$ cat src/rtl/pfm_req_sched.sv
// Request scheduler: two 2-entry FIFOs (decode, retire) serialised onto one registered table-op port.
// Optional grant statistics are built only when PFM_SCHED_STATS_EN is defined.
module pfm_req_sched #(
  parameter int DEC_W      = 24,
  parameter int RET_W      = 80,
  parameter int STARVE_MAX = 3
) (
  input  logic             clk,
  input  logic             reset,
  input  logic             dec_valid,
  output logic             dec_retry,
  input  logic [DEC_W-1:0] dec_data,
  input  logic             ret_valid,
  output logic             ret_retry,
  input  logic [RET_W-1:0] ret_data,
  output logic             tbl_valid,
  input  logic             tbl_retry,
  output logic             tbl_op,
  output logic [RET_W-1:0] tbl_data,
  output logic [15:0]      stat_dec_grants,
  output logic [15:0]      stat_ret_grants,
  output logic [15:0]      stat_starve
);

  localparam int SW = (STARVE_MAX < 1) ? 1 : $clog2(STARVE_MAX + 1);
  localparam logic [SW-1:0] SMAX = SW'(STARVE_MAX);

  logic [DEC_W-1:0] dec_mem_q [2];
  logic [DEC_W-1:0] dec_mem_d [2];
  logic             dec_wp_q, dec_wp_d, dec_rp_q, dec_rp_d;
  logic [1:0]       dec_cnt_q, dec_cnt_d;

  logic [RET_W-1:0] ret_mem_q [2];
  logic [RET_W-1:0] ret_mem_d [2];
  logic             ret_wp_q, ret_wp_d, ret_rp_q, ret_rp_d;
  logic [1:0]       ret_cnt_q, ret_cnt_d;

  logic             tbl_valid_q, tbl_valid_d;
  logic             tbl_op_q, tbl_op_d;
  logic [RET_W-1:0] tbl_data_q, tbl_data_d;
  logic [SW-1:0]    starve_q, starve_d;

  logic dec_push, ret_push, dec_grant, ret_grant, dec_ne, ret_ne, load_en;

  // Retry comes straight from the flopped occupancy, never from valid.
  assign dec_retry = (dec_cnt_q == 2'd2);
  assign ret_retry = (ret_cnt_q == 2'd2);
  assign dec_ne    = (dec_cnt_q != 2'd0);
  assign ret_ne    = (ret_cnt_q != 2'd0);
  assign dec_push  = dec_valid & ~dec_retry;
  assign ret_push  = ret_valid & ~ret_retry;
  assign load_en   = ~tbl_valid_q | ~tbl_retry;

  assign tbl_valid = tbl_valid_q;
  assign tbl_op    = tbl_op_q;
  assign tbl_data  = tbl_data_q;

  always_comb begin
    dec_grant   = 1'b0;
    ret_grant   = 1'b0;
    starve_d    = starve_q;
    tbl_valid_d = tbl_valid_q;
    tbl_op_d    = tbl_op_q;
    tbl_data_d  = tbl_data_q;
    if (load_en) begin
      if (dec_ne && ret_ne) begin
        if (starve_q >= SMAX) dec_grant = 1'b1;
        else                  ret_grant = 1'b1;
      end else if (dec_ne) begin
        dec_grant = 1'b1;
      end else if (ret_ne) begin
        ret_grant = 1'b1;
      end
      tbl_valid_d = dec_grant | ret_grant;
      if (dec_grant) begin
        tbl_op_d   = 1'b0;
        tbl_data_d = RET_W'(dec_mem_q[dec_rp_q]);
        starve_d   = '0;
      end
      if (ret_grant) begin
        tbl_op_d   = 1'b1;
        tbl_data_d = ret_mem_q[ret_rp_q];
        // Only retire wins taken while decode is waiting count toward starvation.
        if (dec_ne) starve_d = starve_q + SW'(1);
      end
    end
  end

  always_comb begin
    dec_mem_d = dec_mem_q;
    dec_wp_d  = dec_wp_q;
    dec_rp_d  = dec_rp_q;
    dec_cnt_d = dec_cnt_q;
    if (dec_push) begin
      dec_mem_d[dec_wp_q] = dec_data;
      dec_wp_d            = ~dec_wp_q;
    end
    if (dec_grant) dec_rp_d = ~dec_rp_q;
    case ({dec_push, dec_grant})
      2'b10:   dec_cnt_d = dec_cnt_q + 2'd1;
      2'b01:   dec_cnt_d = dec_cnt_q - 2'd1;
      default: dec_cnt_d = dec_cnt_q;
    endcase
  end

  always_comb begin
    ret_mem_d = ret_mem_q;
    ret_wp_d  = ret_wp_q;
    ret_rp_d  = ret_rp_q;
    ret_cnt_d = ret_cnt_q;
    if (ret_push) begin
      ret_mem_d[ret_wp_q] = ret_data;
      ret_wp_d            = ~ret_wp_q;
    end
    if (ret_grant) ret_rp_d = ~ret_rp_q;
    case ({ret_push, ret_grant})
      2'b10:   ret_cnt_d = ret_cnt_q + 2'd1;
      2'b01:   ret_cnt_d = ret_cnt_q - 2'd1;
      default: ret_cnt_d = ret_cnt_q;
    endcase
  end

  always_ff @(posedge clk) begin
    if (!reset) begin
      dec_mem_q   <= '{default: '0};
      dec_wp_q    <= 1'b0;
      dec_rp_q    <= 1'b0;
      dec_cnt_q   <= 2'd0;
      ret_mem_q   <= '{default: '0};
      ret_wp_q    <= 1'b0;
      ret_rp_q    <= 1'b0;
      ret_cnt_q   <= 2'd0;
      tbl_valid_q <= 1'b0;
      tbl_op_q    <= 1'b0;
      tbl_data_q  <= '0;
      starve_q    <= '0;
    end else begin
      dec_mem_q   <= dec_mem_d;
      dec_wp_q    <= dec_wp_d;
      dec_rp_q    <= dec_rp_d;
      dec_cnt_q   <= dec_cnt_d;
      ret_mem_q   <= ret_mem_d;
      ret_wp_q    <= ret_wp_d;
      ret_rp_q    <= ret_rp_d;
      ret_cnt_q   <= ret_cnt_d;
      tbl_valid_q <= tbl_valid_d;
      tbl_op_q    <= tbl_op_d;
      tbl_data_q  <= tbl_data_d;
      starve_q    <= starve_d;
    end
  end

`ifdef PFM_SCHED_STATS_EN
  logic [15:0] stat_dec_q, stat_dec_d, stat_ret_q, stat_ret_d, stat_starve_q, stat_starve_d;
  logic        forced;

  // A decode win while retire is also pending can only be the anti-starvation grant.
  assign forced = dec_grant & ret_ne;

  always_comb begin
    stat_dec_d    = stat_dec_q;
    stat_ret_d    = stat_ret_q;
    stat_starve_d = stat_starve_q;
    if (dec_grant && stat_dec_q != 16'hFFFF)    stat_dec_d    = stat_dec_q + 16'd1;
    if (ret_grant && stat_ret_q != 16'hFFFF)    stat_ret_d    = stat_ret_q + 16'd1;
    if (forced && stat_starve_q != 16'hFFFF)    stat_starve_d = stat_starve_q + 16'd1;
  end

  always_ff @(posedge clk) begin
    if (!reset) begin
      stat_dec_q    <= 16'd0;
      stat_ret_q    <= 16'd0;
      stat_starve_q <= 16'd0;
    end else begin
      stat_dec_q    <= stat_dec_d;
      stat_ret_q    <= stat_ret_d;
      stat_starve_q <= stat_starve_d;
    end
  end

  assign stat_dec_grants = stat_dec_q;
  assign stat_ret_grants = stat_ret_q;
  assign stat_starve     = stat_starve_q;
`else
  assign stat_dec_grants = 16'd0;
  assign stat_ret_grants = 16'd0;
  assign stat_starve     = 16'd0;
`endif

endmodule

$ cat config.mk
export PLATFORM = sky130hd
export DESIGN_NAME = pfm_req_sched
export DESIGN_NICKNAME = d
export VERILOG_FILES = /design/src/rtl/pfm_req_sched.sv
export SDC_FILE = /design/constraint.sdc
export NUM_CORES = 1
export LEC_CHECK = 0
export BUFFER_PORTS_ARGS = -buffer_cell sky130_fd_sc_hd__buf_2
export CORE_UTILIZATION = 35
export CTS_CLUSTER_SIZE = 10
export DETAILED_ROUTE_END_ITERATION = 10
export GPL_ROUTABILITY_DRIVEN = 0
export PLACE_DENSITY = 0.53
export SYNTH_ARGS = -nofsm -noshare
export SYNTH_HDL_FRONTEND = slang
export SYNTH_SLANG_ARGS = --single-unit
export TNS_END_PERCENT = 10
$ cat constraint.sdc
create_clock -name clk -period 2.7 [get_ports clk]
set_input_delay 0.135 -clock clk [delete_from_list [all_inputs] [get_ports clk]]
set_output_delay 0.135 -clock clk [all_outputs]
set_load 0.005 [all_outputs]
Yosys cells after proc, flatten, opt, wreduce, memory -nomap -nowiden. Cells that the tools add are included.

Flip-flop bits (word level): 300. Bits of input ports: 109.

Equality and inequality tests: 6. Bitwise logic cells: 16. Muxes and demuxes: 32. $add $sub $neg: 5. Reduce and logical (&&, ||, !) cells: 9. $lt $le $gt $ge: 7.

Operators by type and width (count): $mux W80 (6); $bwmux W160 (1); $mux W24 (4); $demux W80 S1 (1); $bwmux W48 (1); $demux W24 S1 (1); $mux W1 (13); $ge A2 B2 Y1 const B (5); $reduce_bool A2 Y1 (5); $eq A2 B2 Y1 const B (4); $not A1 Y1 (8); $not A1 Y2 (4); $pmux W2 S2 (2); $add A2 B1 Y2 const B (3); $mux W2 (3); $eq A2 B1 Y1 const B (2); $lt A2 B1 Y1 const B (2); $sub A2 B1 Y2 const B (2); $logic_and A1 B1 Y1 (3); $and A1 B1 Y1 (2); $or A1 B1 Y1 (2); $reduce_and A2 Y1 (1).

Depth between registers and ports, before layout. Gate-level depths: netlist (run 1).

Depth in word-level cells: 8. Depth in mapped cells: 8. Mapped depth without buffers: 7.

Worst setup path before layout (run 1). Ideal clock, no wire load.

Kind: register -> register. From: register starve_q[0]. To: register ret_cnt_q[1]. Slack: 0.794 ns. Path buffers: 1. Clock period less this slack: 1.906 ns. Cell stages (with the launch flop): 8. Data arrival time: 1.831 ns. Data required time: 2.624 ns. Path through: dfxtp_1 > ha_1 > o21a_2 > nor3_4 > buf_4 > ha_1 > or3_1 > a21boi_0.

Longest elaborated chain between the ends: 7. Elaborated cells on any way between the ends: 9. Classes of those cells: order compare: 1; eq/ne: 2; mux: 5; reduce/logical: 1.

Ends and longest elaborated chain: start, declared (RTL line 41) `logic [SW-1:0] starve_q, starve_d;`; start signal, assigned (RTL line 149) `starve_q <= starve_d;`; $ge A2 B2 Y1 * (RTL line 67) `if (starve_q >= SMAX) dec_grant = 1'b1;`; $mux W1 * (RTL line 67); $mux W1 * (RTL line 66) `if (dec_ne && ret_ne) begin`; $mux W1 * (2 in series) (RTL line 65) `if (load_en) begin`; net ret_grant (RTL line 43) `logic dec_push, ret_push, dec_grant, ret_grant, dec_ne, ret_ne, load_en;`; $eq A2 B1 Y1 / $eq A2 B2 Y1 (equally long branches) (RTL line 116) `case ({ret_push, ret_grant})`; $pmux W2 S2 / $reduce_bool A2 Y1 (equally long branches); end signal, assigned (RTL line 145) `ret_cnt_q <= ret_cnt_d;`; end, declared (RTL line 36) `logic [1:0] ret_cnt_q, ret_cnt_d;`.

Mark *: on every way through the listed nets, which the timed path passes. The rest lies on a longest branch. The select of a mux whose other input is x is not followed. A chain may end at the register's enable or synchronous reset.

Worst setup path after layout (run 1).
From: register ret_cnt_q[0]. To: register ret_mem_q[49] (netlist bit).

Longest elaborated chain between the ends: 3.

Ends and longest elaborated chain: $eq A2 B2 Y1 (RTL line 47) `assign ret_retry = (ret_cnt_q == 2'd2);`; $not A1 Y1 (RTL line 51) `assign ret_push = ret_valid & ~ret_retry;`; $and A1 B1 Y1 (RTL line 51); end signal, assigned (RTL line 142) `ret_mem_q <= ret_mem_d;`; end, declared (RTL line 33) `logic [RET_W-1:0] ret_mem_q [2];`.

Every way passes these cells.

==> metrics.txt, run 1 <==
status finished clean; vias per cell approximately 4.8; Sum Neg Setup Slack 0 ns; Post-synth EDFFs 0; fraction of registers with async set/reset 0%; final hold violations 0; HPWL Detailed a little over 20 mm; Worst EP required 3.12 ns; synthesized area per cell 8.857 µm²; most common cell in the netlist nand2_1; CTS clk-pin slew, worst paths 0.05 ns; CTS tree done; hold path depth 4; Initial Util 35.43%; drt drc 0; final wirelength roughly 35 mm; worst-path cell chain nand2b_1 -> and3_4 -> buf_4 -> nand2_1 -> a21boi_0; Reg2Reg Depth 5; Worst Path Arrival ~2.3 ns; worst clock skew ~0.011 ns; register area 6011 µm²; Place WS 0.7721 ns; CP Depth 5; Filler cells ~3600; Leakage 6.359 nW; Seq/Total Area, Yosys 46.41%; DR vias 10510; Port Buffers approximately 190; worst-path fanout max 29; worst setup margin 0.7857 ns; postcts setup bufs 0; antenna-violating nets left 0; Ys Warns 0; total power ~14 mW; dpl cells 2029; nets 1818; Max transition margin 41.74%; max_cap viols 0; synthesized instance count 1461; Die X slightly below 200 µm; multi-input combinational cell area 6202 µm²; Top FF cell, synth dfxtp_1; Crit path max-delay family simple AND/OR/NAND/NOR gates; Cell Rows 70; Post-Layout Cell Count approximately 2200; layout cell share with drive strength beyond 1 21.06%; slew of the pin with the lowest slew margin 0.8717 ns; dominant cells by area after synthesis dfxtp_1 (46%), nand2_1 (12%), a21boi_1 (7.0%); critical path's slowest cell and3_4; placed instance area 14070 µm²; max-slew violations 0; Area Growth Syn to Fin 24.71%; core area 36520 µm²; crit start category register; #FFs+latches synth 300; clk sinks 300; Critical Path End Type register; largest net degree at the start of global routing between 150 and 200; Final Cycle Share 70.90%; Pwr Density 864.9 nW/µm²; IO Pins 241; number of global-route vias before repair 10250; min Tclk post-route 1.914 ns; Max stage delay on crit path 0.54 ns; die height 194.3 µm; mapped cell area about 13000 µm²; total gr overflow 0; DR pass1 iterations 5; endpoints failing setup 0; die footprint 37740 µm²; clock root cell clkbuf_16; global-route wire length before repair 55.74 mm; post_cts resized 0; CP Buf/Inv Count 1; unrepaired setup endpoints after global routing no; total track usage 18.23%; FMAX 522.4 MHz; WHS 0.06358 ns; initial DRC count 542; initial antenna violation count 1; Num CTS Buffers 37; post-synth cell types 43; most frequent cells after synthesis nand2_1 (422), dfxtp_1 (300), a21boi_1 (120); number of H-tree levels 2; Avg WL per Cell 15.92 µm; kind of critical path register to register; Min-Delay Path Class input port to register; final design utilization 44.19%; Yosys top cell area share 46.41%; design area between 15000 and 20000 µm²; worst vdd rail ir drop 0.0006385 V; Synth area leader dfxtp_1; worst skew pair latency 0.50 ns; CTS max path bufs 3
-- logic make-up after synthesis --
logic type	share of synthesized area [%]
AOI/OAI and AO/OA	19.25
xor gates and xnor gates	0.4061
adders and majority gates	0.3868
buffers and inverters	7.233
DFF	46.41
muxes	8.896
other	0.02898
and+or+nand+nor	17.39
-- final timing paths --
path | slack, ns | end | start
worst max-delay path | 0.79 | ret_mem_q[49] | ret_cnt_q[0]
worst min-delay path | 0.06 | ret_wp_q | ret_valid
worst max register to register | 0.79 | ret_mem_q[49] | ret_cnt_q[0]
worst min register to register | 0.45 | ret_mem_q[11] | ret_mem_q[11]
-- report_power, final --
part | internal [mW] | total, mW | leakage [nW] | switching (mW)
clock network | 2.60 | 4.36 | 0.499 | 1.76
registers | 5.05 | 5.52 | 2.45 | 0.474
logic | 1.58 | 4.07 | 3.41 | 2.49
-- state kept, by name, indices dropped and copies added, names as in the netlist --
register,cells
ret_rp_q,1
ret_wp_q,1
tbl_op,1
dec_cnt_q,2
dec_rp_q,1
ret_mem_q,160
tbl_valid,1
starve_q,2
dec_wp_q,1
tbl_data,80
dec_mem_q,48
ret_cnt_q,2
-- cell usage in the layout, fill, tap and decap left out, drive strengths merged, types with 4 or more instances in the layout --
| master | n |
|---|---|
| conb | 48 |
| inv | 4 |
| a22oi | 57 |
| dfxtp | 300 |
| nand2 | 422 |
| clkbuf | 45 |
| dlygate4sd3 | 105 |
| mux2 | 80 |
| mux2i | 25 |
| ha | 4 |
| buf | 215 |
| xnor2 | 5 |
| o21ai | 75 |
| nand3 | 26 |
| nor2b | 59 |
| a21boi | 213 |
| and2 | 5 |
-- cell type report --
type	count	area share, %
Inverter	4	0.09304
Multi-Input combinational cell	1042	38.43
Clock inverter	3	0.2481
Antenna cell	2	0.03101
Timing Repair Buffer	320	14.27
Tap cell	468	3.628
Sequential cell	300	37.25
Clock buffer	45	6.047
-- what timing repair did --
action | 4_1_cts | 5_1_grt
hold buffers | 105 | 0
hold endpoints to repair | 209 | 0
setup endpoints to repair | 0 | 0
-- worst min-delay path: cells and delay by family --
kind,cells,cell delay (ns)
and+or+nand+nor,2,0.16
buffers and inverters,1,0.14
AOI/OAI and AO/OA,1,0.07
-- layer usage --
| layer | GRT usage, % | vias to the layer above | share of wire [%] |
|---|---|---|---|
| li1 | - | 5270 | - |
| met1 | 25.01 | 4944 | 47 |
| met2 | 29.96 | 250 | 46 |
| met3 | 2.766 | 43 | 4.9 |
| met4 | 4.321 | 0 | 1.5 |
| met5 | 0 | - | 0 |
Power figures use the tool's default switching activity.
==> inputs of run 2 (changes only) <==
- clock period: 2.7 -> 2 ns (I/O delays scaled with it)
==> run 2 against run 1 <==
Hold slack worse by 0.040 ns. Sequential share of layout area down 0.38 points. Final area grew 1.0%. Largest power group unchanged.
==> metrics.txt, run 2 (synthesis gave the netlist of run 1 again) <==
status finished clean (unchanged); max_cap viols 0 (unchanged); Largest Register ret_mem_q (unchanged); antenna-violating nets left 0 (unchanged); dpl cells 2040 (was 2029); worst skew pair latency 0.51 ns (was 0.50 ns); unrepaired setup endpoints after global routing no (unchanged); total track usage 18.37% (was 18.23%); kind of critical path register to register (unchanged); Die X 194.3 µm (unchanged); initial DRC count 465 (was 542); CTS clk-pin slew, worst paths 0.05 ns (about the same); Pwr Density 1158 nW/µm² (was 864.9 nW/µm²); number of H-tree levels 2 (unchanged); Post-Layout Cell Count 2199 (was 2184); Area Growth Syn to Fin 26.00% (was 24.71%); Avg WL per Cell 15.80 µm (was 15.92 µm); worst-path fanout max 3 (was 29); nets 1830 (was 1818); worst r2r src starve_q[0] (was ret_cnt_q[0]); r2r setup slk 0.16 ns (was 0.79 ns); final design utilization 44.64% (was 44.19%); Final Cycle Share 92.07% (was 70.90%); number of global-route vias before repair 10350 (was 10250); final wirelength 34.75 mm (was 34.76 mm); Reg-to-Reg End ret_cnt_q[1] (was ret_mem_q[49]); max-slew violations 0 (unchanged); largest net degree at the start of global routing 88 (was 154); total gr overflow 0 (unchanged); worst-path cell chain ha_1 -> o21a_2 -> nor3_4 -> ha_1 -> or3_1 -> a21boi_0 (was nand2b_1 -> and3_4 -> buf_4 -> nand2_1 -> a21boi_0); min Tclk post-route 1.841 ns (was 1.914 ns); Endpoint, Worst Hold ret_wp_q (unchanged); Place WS 0.1580 ns (was 0.7721 ns); die height 194.3 µm (unchanged); Critical Path End Type register (unchanged); HP Start ret_valid (unchanged); Worst EP required 2.43 ns (was 3.12 ns); hold path depth 4 (unchanged); leading cell type in the layout, fill and taps excluded nand2_1 (unchanged); die footprint 37740 µm² (unchanged); core area 36520 µm² (unchanged); CTS max path bufs 3 (unchanged); layout cell share with drive strength beyond 1 21.45% (was 21.06%); Max stage delay on crit path 0.35 ns (was 0.54 ns); HPWL Detailed 21.30 mm (was 20.66 mm); Min-Delay Path Class input port to register (unchanged); critical path's slowest cell or3_1 (was and3_4); Leakage 6.441 nW (was 6.359 nW); Initial Util 35.43% (unchanged); FMAX 543.1 MHz (was 522.4 MHz); Num CTS Buffers 37 (unchanged); drt drc 0 (unchanged); Sum Neg Setup Slack 0 ns (unchanged); Port Buffers 192 (unchanged); max reg flops 160 (unchanged); initial antenna violation count 1 (unchanged); worst clock skew 0.009075 ns (was 0.01078 ns); Cell Rows 70 (unchanged); DR vias 10540 (was 10510); global-route wire length before repair 56.08 mm (was 55.74 mm); endpoints failing setup 0 (unchanged); cell mode on critical path ha_1; clock root cell clkbuf_16 (unchanged); IO Pins 241 (unchanged); most frequent cells in the layout nand2_1 (422), dfxtp_1 (298), buf_2 (191), a21boi_1 (120), dlygate4sd3_1 (106) (was nand2_1 (422), dfxtp_1 (298), buf_2 (191), a21boi_1 (120), dlygate4sd3_1 (105)); worst vdd rail ir drop 0.001080 V (was 0.0006385 V); CTS tree done (unchanged); Worst Path Arrival 2.27 ns (was 2.34 ns); final hold violations 0 (unchanged); crit start category register (unchanged); DR pass1 iterations 4 (was 5); worst setup margin 0.1587 ns (was 0.7857 ns); clk sinks 300 (unchanged); vias per cell 4.791 (was 4.811); Reg2Reg Depth 6 (was 5)
run 2: metrics by stage:
| stage | area (µm²) | hold slack, ns | total power, mW |
|---|---|---|---|
| floorplan | 13120 | 0.2348 | 11.22 |
| finish | 16300 | 0.02354 | 18.88 |
| global route | 16300 | 0.06604 | 20.03 |
| CTS | 16300 | 0.001226 | 19.20 |
| detailed placement | 14240 | 0.3564 | 13.17 |
| global placement | 14240 | 0.3511 | 13.09 |
run 2: worst max-delay path by stage:
| stage | to | start | slack [ns] |
|---|---|---|---|
| 2_1_floorplan | ret_cnt_q[1] | starve_q[0] | 0.09 |
| 5_1_grt | ret_cnt_q[1] | starve_q[0] | 0.01 |
| 4_1_cts | ret_cnt_q[1] | starve_q[0] | 0.14 |
| 6_report | ret_cnt_q[1] | starve_q[0] | 0.16 |
| 3_3_place_gp | dec_cnt_q[1] | starve_q[0] | 0.18 |
| 3_5_place_dp | ret_cnt_q[1] | starve_q[0] | 0.16 |
run 2: timing repair:
item,in CTS,in global routing
resized for setup,0,1
hold endpoints to repair,210,0
setup buffers,0,0
setup endpoints to repair,0,1
hold buffers,106,0
run 2: metal layers:
layer | track usage, % | up-vias | part of all wire [%]
met3 | 3.061 | 44 | 4.4
li1 | - | 5278 | -
met2 | 30.66 | 228 | 46
met5 | 0 | - | 0
met4 | 4.321 | 0 | 1.7
met1 | 24.66 | 4986 | 48
run 2: report_power, final:
group	internal (mW)	total [mW]	leakage, nW	switching [mW]
sequential	6.82	7.38	2.45	0.560
combinational	2.26	5.70	3.50	3.45
clock	3.42	5.80	0.491	2.38
total	12.5	18.9	6.44	6.39
run 2: cell type report:
cell class	instances	area, µm²
clock buffer	50	994.7
multi-input combinational	1042	6202
inverter	4	15.01
sequential	300	6011
antenna	1	2.502
timing repair buffer	332	2484
tap	468	585.6
clock inverter	2	10.01
fill	3611	20220
run 2: critical path, delay by kind of cell, from the launching register on:
kind	cells	cell delay, ns
DFF	1	0.33
adders and majority gates	2	0.52
AOI/OAI and AO/OA	2	0.34
and+or+nand+nor	2	0.58
==> inputs of run 3 (changes only) <==
- CORE_UTILIZATION: 35 -> 50
- PLACE_DENSITY: 0.53 -> 0.71
==> run 3 against run 2 <==
Clock skew rose by 0.0024 ns. Combinational power fell by 2%. Setup slack improved by 0.015 ns. Hold slack improved by 0.011 ns. Flip-flop and latch count did not move. Maximum frequency rose by 0.81%. Wire length fell by 8.8%. Register-to-register slack barely moved. First-iteration DRC count rose by 60%. Sequential power fell by 0.8%. Count of clock-buffer cells in the layout fell by 9.
==> metrics.txt, run 3 (synthesis gave the netlist of run 1 again) <==
DR WL met2 15.34 mm (was 16.08 mm); WL met1 14.48 mm (was 16.56 mm); drt drc 0 (unchanged); status finished clean (unchanged); Post-Layout Cell Count 2049 (was 2199); Port Buffers 192 (unchanged); top sig layer met4 (unchanged); Place WS 0.1743 ns (was 0.1580 ns); endpoints failing setup 0 (unchanged); max_cap viols 0 (unchanged); critical path's slowest cell or3_1 (unchanged); total power 18.47 mW (was 18.88 mW); worst skew pair latency 0.50 ns (was 0.51 ns); Crit path max-delay family simple AND/OR/NAND/NOR gates (unchanged); worst clock skew 0.01147 ns (was 0.009075 ns); antenna-violating nets left 0 (unchanged); final hold violations 0 (unchanged); die footprint 26530 µm² (was 37740 µm²); layout cell share with drive strength beyond 1 21.36% (was 21.45%); kind of critical path register to register (unchanged); die height 162.9 µm (was 194.3 µm); vias per cell 5.169 (was 4.791); Die X 162.9 µm (was 194.3 µm); Worst Path Arrival 2.25 ns (was 2.27 ns); CTS clk-pin slew, worst paths 0.06 ns (was 0.05 ns); final wirelength 31.68 mm (was 34.75 mm); initial DRC count 746 (was 465); Min-Delay Path Class input port to register (unchanged); most frequent cells in the layout nand2_1 (422), dfxtp_1 (299), buf_2 (191), a21boi_1 (120), dlygate4sd3_1 (105) (was nand2_1 (422), dfxtp_1 (298), buf_2 (191), a21boi_1 (120), dlygate4sd3_1 (106)); CTS max path bufs 3 (unchanged); nets 1826 (was 1830); number of H-tree levels 2 (unchanged); worst vdd rail ir drop 0.0008476 V (was 0.001080 V); total track usage 23.36% (was 18.37%); final design utilization 63.41% (was 44.64%); worst-path fanout max 3 (unchanged); cell mode on critical path ha_1 (unchanged); CP Buf/Inv Count 0 (unchanged); max-slew violations 0 (unchanged); Final Cycle Share 91.33% (was 92.07%); slew of the pin with the lowest slew margin 0.5208 ns; Critical Path End Type register (unchanged); Max stage delay on crit path 0.35 ns (about the same); clk sinks 300 (unchanged); Leakage 6.389 nW (was 6.441 nW); min Tclk post-route 1.827 ns (was 1.841 ns); Largest Register ret_mem_q (unchanged); postcts setup bufs 0 (unchanged); leading cell type in the layout, fill and taps excluded nand2_1 (unchanged); CTS tree done (unchanged); crit start category register (unchanged); Max transition margin 65.28%; met3 routed wirelength 1.454 mm (was 1.516 mm); Sum Neg Setup Slack 0 ns (unchanged); unrepaired setup endpoints after global routing no (unchanged); Initial Util 51.24% (was 35.43%); IO Pins 241 (unchanged); clock root cell clkbuf_16 (unchanged); dpl cells 1900 (was 2040); Avg WL per Cell 15.46 µm (was 15.80 µm); largest net degree at the start of global routing 79 (was 88); Filler cells 2145 (was 3611); HPWL Detailed 18.98 mm (was 21.30 mm); Cell Rows 58 (was 70); Area Growth Syn to Fin 23.76% (was 26.00%); FMAX 547.5 MHz (was 543.1 MHz); DR vias 10590 (was 10540); Worst EP required 2.43 ns (about the same); global-route wire length before repair 50.43 mm (was 56.08 mm); max reg flops 160 (unchanged); core area 25250 µm² (was 36520 µm²); DR pass1 iterations 7 (was 4); total gr overflow 0 (unchanged); worst-path cell chain ha_1 -> o21a_2 -> nor3_4 -> ha_1 -> or3_1 -> a21boi_0 (unchanged); Pwr Density 1153 nW/µm² (was 1158 nW/µm²); initial antenna violation count 1 (unchanged); Num CTS Buffers 36 (was 37); number of global-route vias before repair 10060 (was 10350); worst setup margin 0.1734 ns (was 0.1587 ns)
## run 3: repair_timing
item,CTS,global route
hold endpoints to repair,209,0
gates resized for setup,0,2
setup endpoints to repair,0,4
hold buffers,105,0
## run 3: per-stage QoR
stage / area [µm²] / hold slack [ns]
6_report: 16010 / 0.03452
5_1_grt: 16010 / 0.06596
4_1_cts: 16010 / 0.02120
3_5_place_dp: 14000 / 0.3542
3_3_place_gp: 14000 / 0.3520
2_1_floorplan: 13120 / 0.2348
## run 3: layer usage
metal | GRT usage [%] | vias up
met4 | 5.310 | 0
met2 | 40.21 | 237
met5 | 0 | -
li1 | - | 5277
met1 | 30.59 | 5041
met3 | 3.641 | 37
## run 3: worst paths after layout
kind / from / end / slack [ns] / depth (start not counted)
setup reg to reg: starve_q[0] / ret_cnt_q[1] / 0.17 / 6
hold reg to reg: ret_mem_q[52] / ret_mem_q[52] / 0.45 / 2
setup / recovery: starve_q[0] / ret_cnt_q[1] / 0.17 / 6
hold / removal: ret_valid / ret_wp_q / 0.03 / 4
## run 3: cell type report
class                   count  area (µm²)  area share (%)
multi-input cells        1042        6205           38.75
flip-flops and latches    300        6010           37.53
repair buffers            329        2409           15.04
clock buffers              41       950.9           5.938
well taps                 330       412.9           2.578
inverters                   4       15.01         0.09376
clock inverters             2       10.01         0.06250
diodes                      1       2.502         0.01563
## run 3: tightest hold or removal path, stage by stage
cell and delay [ns]:
buf_2 0.14, nand2_1 0.10, nand2_1 0.07, a21boi_0 0.07
## run 3: report_power, final
group	internal, mW	total (mW)	switching, mW
Combinational	2.22	5.56	3.35
Clock	3.31	5.59	2.28
Sequential	6.82	7.32	0.507
